[config.mk]
export PLATFORM = sky130hd
export DESIGN_NAME = c1_buscycle_ctrl
export DESIGN_NICKNAME = d
export VERILOG_FILES = /design/src/rtl/c1_buscycle_ctrl.sv
export SDC_FILE = /design/constraint.sdc
export NUM_CORES = 1
export LEC_CHECK = 0
export CELL_PAD_IN_SITES_DETAIL_PLACEMENT = 1
export CELL_PAD_IN_SITES_GLOBAL_PLACEMENT = 2
export CORE_AREA = 3 3 92 67
export DETAILED_ROUTE_END_ITERATION = 6
export DIE_AREA = 0 0 95 70
export PLACE_DENSITY_LB_ADDON = 0.08
export SLEW_MARGIN = 20
export SYNTH_ARGS = -nofsm -noshare
export SYNTH_HDL_FRONTEND = slang
export SYNTH_SLANG_ARGS = --single-unit
[constraint.sdc]
create_clock -name CLK_68KCLK -period 2.13 [get_ports CLK_68KCLK]
set_clock_uncertainty 0.05 [all_clocks]
set_input_delay 0.5325 -clock CLK_68KCLK [delete_from_list [all_inputs] [get_ports CLK_68KCLK]]
set_output_delay 0.5325 -clock CLK_68KCLK [all_outputs]
set_load 0.05 [all_outputs]
[src/rtl/c1_buscycle_ctrl.sv]
// 68k bus-cycle controller: per-zone strobes, table-driven wait states, external wait
// stretching, nDTACK generation and a bus-error timeout for unmapped or stalled cycles.
//
// state   | meaning
// S_IDLE  | no cycle in progress, watching for nAS falling edge
// S_WAIT  | zone hit, counting wait states / held by nEXTWAIT
// S_ACK   | nDTACK asserted until nAS released
// S_UNMAP | no zone selected, waiting for timeout
// S_BERR  | nBERR asserted until nAS released
module c1_buscycle_ctrl #(
  parameter int                        NZONES     = 8,
  parameter int                        WAITW      = 2,
  parameter logic [NZONES*WAITW-1:0]   ZONE_WAITS = '0,
  parameter logic [NZONES-1:0]         EXT_MASK   = '0,
  parameter int                        TIMEOUT    = 64,
  parameter int                        TOW        = 7
) (
  input  logic              CLK_68KCLK,
  input  logic              RESET,
  input  logic              nAS,
  input  logic              RW,
  input  logic              nUDS,
  input  logic              nLDS,
  input  logic [NZONES-1:0] nZONE,
  input  logic              nEXTWAIT,
  output logic              nDTACK,
  output logic              nBERR,
  output logic [NZONES-1:0] nZONE_RD,
  output logic [NZONES-1:0] nZONE_WR,
  output logic              ZONE_CONFLICT,
  output logic              BUSY
);

  localparam int SELW = (NZONES > 1) ? $clog2(NZONES) : 1;

  typedef enum logic [2:0] {
    S_IDLE,
    S_WAIT,
    S_ACK,
    S_UNMAP,
    S_BERR
  } state_t;

  state_t            state, state_d;
  logic [WAITW-1:0]  wcnt, wcnt_d;
  logic [TOW-1:0]    tcnt, tcnt_d;
  logic              nas_q;
  logic [NZONES-1:0] rd_q, rd_d;
  logic [NZONES-1:0] wr_q, wr_d;
  logic              ext_q, ext_d;
  logic              conflict_q, conflict_d;

  logic [NZONES-1:0] zone_low;
  logic [NZONES-1:0] sel_onehot;
  logic [SELW-1:0]   sel;
  logic              hit;
  logic              multi;
  logic              start;
  logic              ext_hold;
  logic              timed_out;

  assign zone_low = ~nZONE;
  // clearing the lowest set bit leaves something only if two or more zones are selected
  assign multi    = |(zone_low & (zone_low - NZONES'(1)));

  always_comb begin
    hit = 1'b0;
    sel = '0;
    for (int i = NZONES - 1; i >= 0; i--) begin
      if (zone_low[i]) begin
        hit = 1'b1;
        sel = SELW'(i);
      end
    end
  end

  assign sel_onehot = NZONES'(1) << sel;
  assign start      = (state == S_IDLE) && !nAS && nas_q;
  assign ext_hold   = ext_q && !nEXTWAIT;
  assign timed_out  = (tcnt == TOW'(TIMEOUT - 1));

  always_ff @(posedge CLK_68KCLK or posedge RESET) begin
    if (RESET) begin
      state      <= S_IDLE;
      wcnt       <= '0;
      tcnt       <= '0;
      nas_q      <= 1'b1;
      rd_q       <= '0;
      wr_q       <= '0;
      ext_q      <= 1'b0;
      conflict_q <= 1'b0;
    end else begin
      state      <= state_d;
      wcnt       <= wcnt_d;
      tcnt       <= tcnt_d;
      nas_q      <= nAS;
      rd_q       <= rd_d;
      wr_q       <= wr_d;
      ext_q      <= ext_d;
      conflict_q <= conflict_d;
    end
  end

  always_comb begin
    state_d    = state;
    wcnt_d     = wcnt;
    tcnt_d     = tcnt;
    rd_d       = rd_q;
    wr_d       = wr_q;
    ext_d      = ext_q;
    conflict_d = 1'b0;

    case (state)
      S_IDLE: begin
        if (start) begin
          wcnt_d     = ZONE_WAITS[sel*WAITW +: WAITW];
          tcnt_d     = '0;
          ext_d      = hit && EXT_MASK[sel];
          conflict_d = multi;
          if (hit && !(nUDS && nLDS)) begin
            if (RW) rd_d = sel_onehot;
            else    wr_d = sel_onehot;
          end
          state_d = hit ? S_WAIT : S_UNMAP;
        end
      end
      S_WAIT: begin
        // a ready acknowledge wins over a timeout landing on the same edge
        if (wcnt == '0 && !ext_hold) begin
          state_d = S_ACK;
        end else if (timed_out) begin
          state_d = S_BERR;
          rd_d    = '0;
          wr_d    = '0;
        end else begin
          tcnt_d = tcnt + 1'b1;
          if (wcnt != '0) wcnt_d = wcnt - 1'b1;
        end
      end
      S_UNMAP: begin
        if (timed_out) state_d = S_BERR;
        else           tcnt_d  = tcnt + 1'b1;
      end
      default: ;
    endcase

    // nAS release ends or aborts any cycle on the same edge
    if (state != S_IDLE && nAS) begin
      state_d = S_IDLE;
      rd_d    = '0;
      wr_d    = '0;
    end
  end

  assign nDTACK        = (state != S_ACK);
  assign nBERR         = (state != S_BERR);
  assign BUSY          = (state != S_IDLE);
  assign nZONE_RD      = ~rd_q;
  assign nZONE_WR      = ~wr_q;
  assign ZONE_CONFLICT = conflict_q;

endmodule

==> impl_metrics.toml <==
[job]
maxCapViolations = 0

[die]
io_pins = 35
placementRows = 22
initial_core_util_pct = 32.0
die_x_um = 95
fp.dieH_um = 70
design.die.area_sq_um = 6650
core_sq_um = 5310

[logic_synthesis]
synth_edf_count = 0
synth_compound_area_share_pct = 16.3
synth_mux_area_share_pct = 11.2
syn_inst = 168
yosysSeqAreaShare_pct = 44.3
synthSimpleGateAreaFrac_pct = 19.4
synth_top_family_by_area = "simple AND/OR/NAND/NOR gates"
yosysUniqueCellTypes = 43
synth_xor_area_share_pct = 0
async_flop_share_pct = 100
synth-adder-area-share_pct = 2.06
netlist_area_sq_um = 1700
synth_seq_cells = 30
syn_area_per_cell_sq_um = 10.1
synthesis.nets = 185
synth-main-ff-cell = "dfrtp_1"
yosysWarnings = 0

[route]
drc = 0
drt-total-wl_um = 4600
firstDrtPassIters = 4
vias_per_cell = 4.91
wl_per_cell_um = 15.1
vias = 1497
ant_nets = 0
drt_iter0_markers = 53

[place]
io_buffers = 33
pre_cts_slack_ns = -0.261
routabilityCongestion = 0.778
dp_hpwl_um = 3480

[sta]
maxSlewHeadroom_pct = 63.7
layout_min_cycle_time_ns = 2.06
fin_ws_ns = 0.0665
rsz0062_at_grt = "false"
tns_ns = 0
hold_violations = 0
period_share_pct = 96.9
fmax_mhz = 485
final_max_slew_viol_count = 0
tightestPinTransition_ns = 0.541
setup_viol = 0

[worst_setup_path]
crit_chain = "clkdlybuf4s50_1 -> nand4_1 -> o21ai_0 -> buf_4 -> a32oi_4 -> buf_12 -> mux2_1"
crit_path_end_kind = "register"
cp_top_family = "buffers and inverters"
max_stage_delay_ns = 0.49
cp_max_fo = 8
critPathKind = "input port to register"
arrival_ns = 2.18
crit_slowest_cell = "clkdlybuf4s50_1"
cp_num_buf_inv = 3
critPathLaunchType = "input port"
cp.required_ns = 2.25

[power_and_ir_drop]
seq_power_share_pct = 33.2
internal-power_mw = 1.35
power.share.clock_pct = 21.4
power_density_nw_per_um2 = 928
ir_worst_vdd_mv = 0.541
p_sw_uw = 894
p_leak_nw = 1.06
power_frac_comb_pct = 45.4
swShare_pct = 39.9
total_power_mw = 2.24

[clocking]
ctsHtreeMaxLevel = 2
ctsLongestPathBuffers = 2
cts_tree = "built"
clk_pin_slew_ns = 0.07
numCtsBuffers = 5
cts-root-buf = "clkbuf_8"
cts_sinks = 30
clock_latency_ns = 0.28

[finish]
layout-drive-gt1-share_pct = 35.2
multiInputGateArea_sq_um = 851
nNetsFinal = 249
n_antenna_cell = 0
final_core_util_pct = 45.5
n_fill_cell = 612
final_cell_mix = "buf_4 (43), dfrtp_1 (27), inv_1 (23)"
area_growth_pct = 42.2
final_common_cell = "buf_4"
regArea_sq_um = 754

[status]
status = "finished, final reports clean"

[global_routing]
grt_pass1_wl_um = 7840
antenna_found_initial = 0
globalRouteMet3Util_pct = 3.44
grtUsageTotal_pct = 15.1
grtUsageMet2_pct = 22.7
grt_util_met1_pct = 21.3
grt_busiest_layer = "met2"
grt_overflow = 0
grt_pass1_vias = 1579
grt_max_degree = 31

[min_path]
hold_class = "register to register"
-- final timing paths --
path	start	end	cells after the start	slack (ns)
setup / recovery	nZONE[3]	wr_q[0]	7	0.07
hold / removal	wr_q[0]	wr_q[0]	1	0.45
setup reg to reg	wcnt[0]	rd_q[3]	7	0.16
hold reg to reg	wr_q[0]	wr_q[0]	1	0.45
max in group asynchronous	RESET	nas_q	3	1.12
min in group asynchronous	RESET	rd_q[6]	3	0.58
-- logic make-up (layout without fill, tap and decap cells) --
logic type               after synthesis  in the layout
multiplexers                          17             17
AND/OR/NAND/NOR                       55             55
adder cells (fa/ha/maj)                3              3
buffers and inverters                 27             92
flip-flops                            30             30
AO/OA/AOI/OAI                         36             36
-- through the flow --
stage          hold slack (ns)  cell area, sq um  instances
4_1_cts                  0.459              2400        305
3_3_place_gp             0.425              2280        296
6_report                 0.451              2420        305
3_5_place_dp             0.441              2280        296
5_1_grt                  0.469              2420        305
2_1_floorplan            0.408              1700        168
-- cell usage after synthesis, drive strengths merged, types with 3 or more instances --
master | instances | area share, %
dfrtp | 29 | 43
inv | 23 | 5.1
mux2 | 16 | 11
nand2 | 13 | 3.0
o21ai | 12 | 3.5
nand3 | 8 | 2.4
a21oi | 7 | 2.1
nor2 | 6 | 1.3
nand2b | 5 | 1.8
buf | 4 | 1.7
nand4 | 4 | 1.5
nor4 | 4 | 1.5
nor3 | 3 | 1.5
o211ai | 3 | 1.3
-- area by class of cell --
class / count / area share [%]
multi-input cells: 111 / 35.2
flip-flops and latches: 30 / 31.2
repair buffers: 61 / 22.5
clock inverters: 1 / 0.207
clock buffers: 7 / 3.57
inverters: 23 / 3.57
well taps: 72 / 3.73
-- metal layers --
metal,part of all wire (%),vias to the layer above,wire length (um)
met4,1.3,0,60
met2,44,25,2010
met1,51,738,2350
met5,0,-,0
met3,4.1,5,189
li1,-,729,-
-- power by group through the flow --
| stage | Sequential, mW | Clock [mW] | Combinational (mW) |
|---|---|---|---|
| after floorplan | 0.740 | 0 | 0.628 |
| after global placement | 0.743 | 0 | 0.969 |
| after detailed placement | 0.754 | 0 | 0.993 |
| after CTS | 0.744 | 0.499 | 1.02 |
| after global routing | 0.763 | 0.519 | 1.10 |
| final | 0.743 | 0.481 | 1.02 |
-- what timing repair did --
item | CTS | global route
setup endpoints to repair | 12 | 15
hold buffers | 0 | 0
buffers inserted | 1 | 0
gates cloned | 0 | 0
resized for setup | 2 | 3
pin swaps | 1 | 3
-- flip-flops by register name, indices dropped and copies added (netlist names) --
name / count
state: 3
rd_q: 8
ZONE_CONFLICT: 1
wr_q: 8
tcnt: 7
wcnt: 2
nas_q: 1
(Power assumes the default switching activity.)
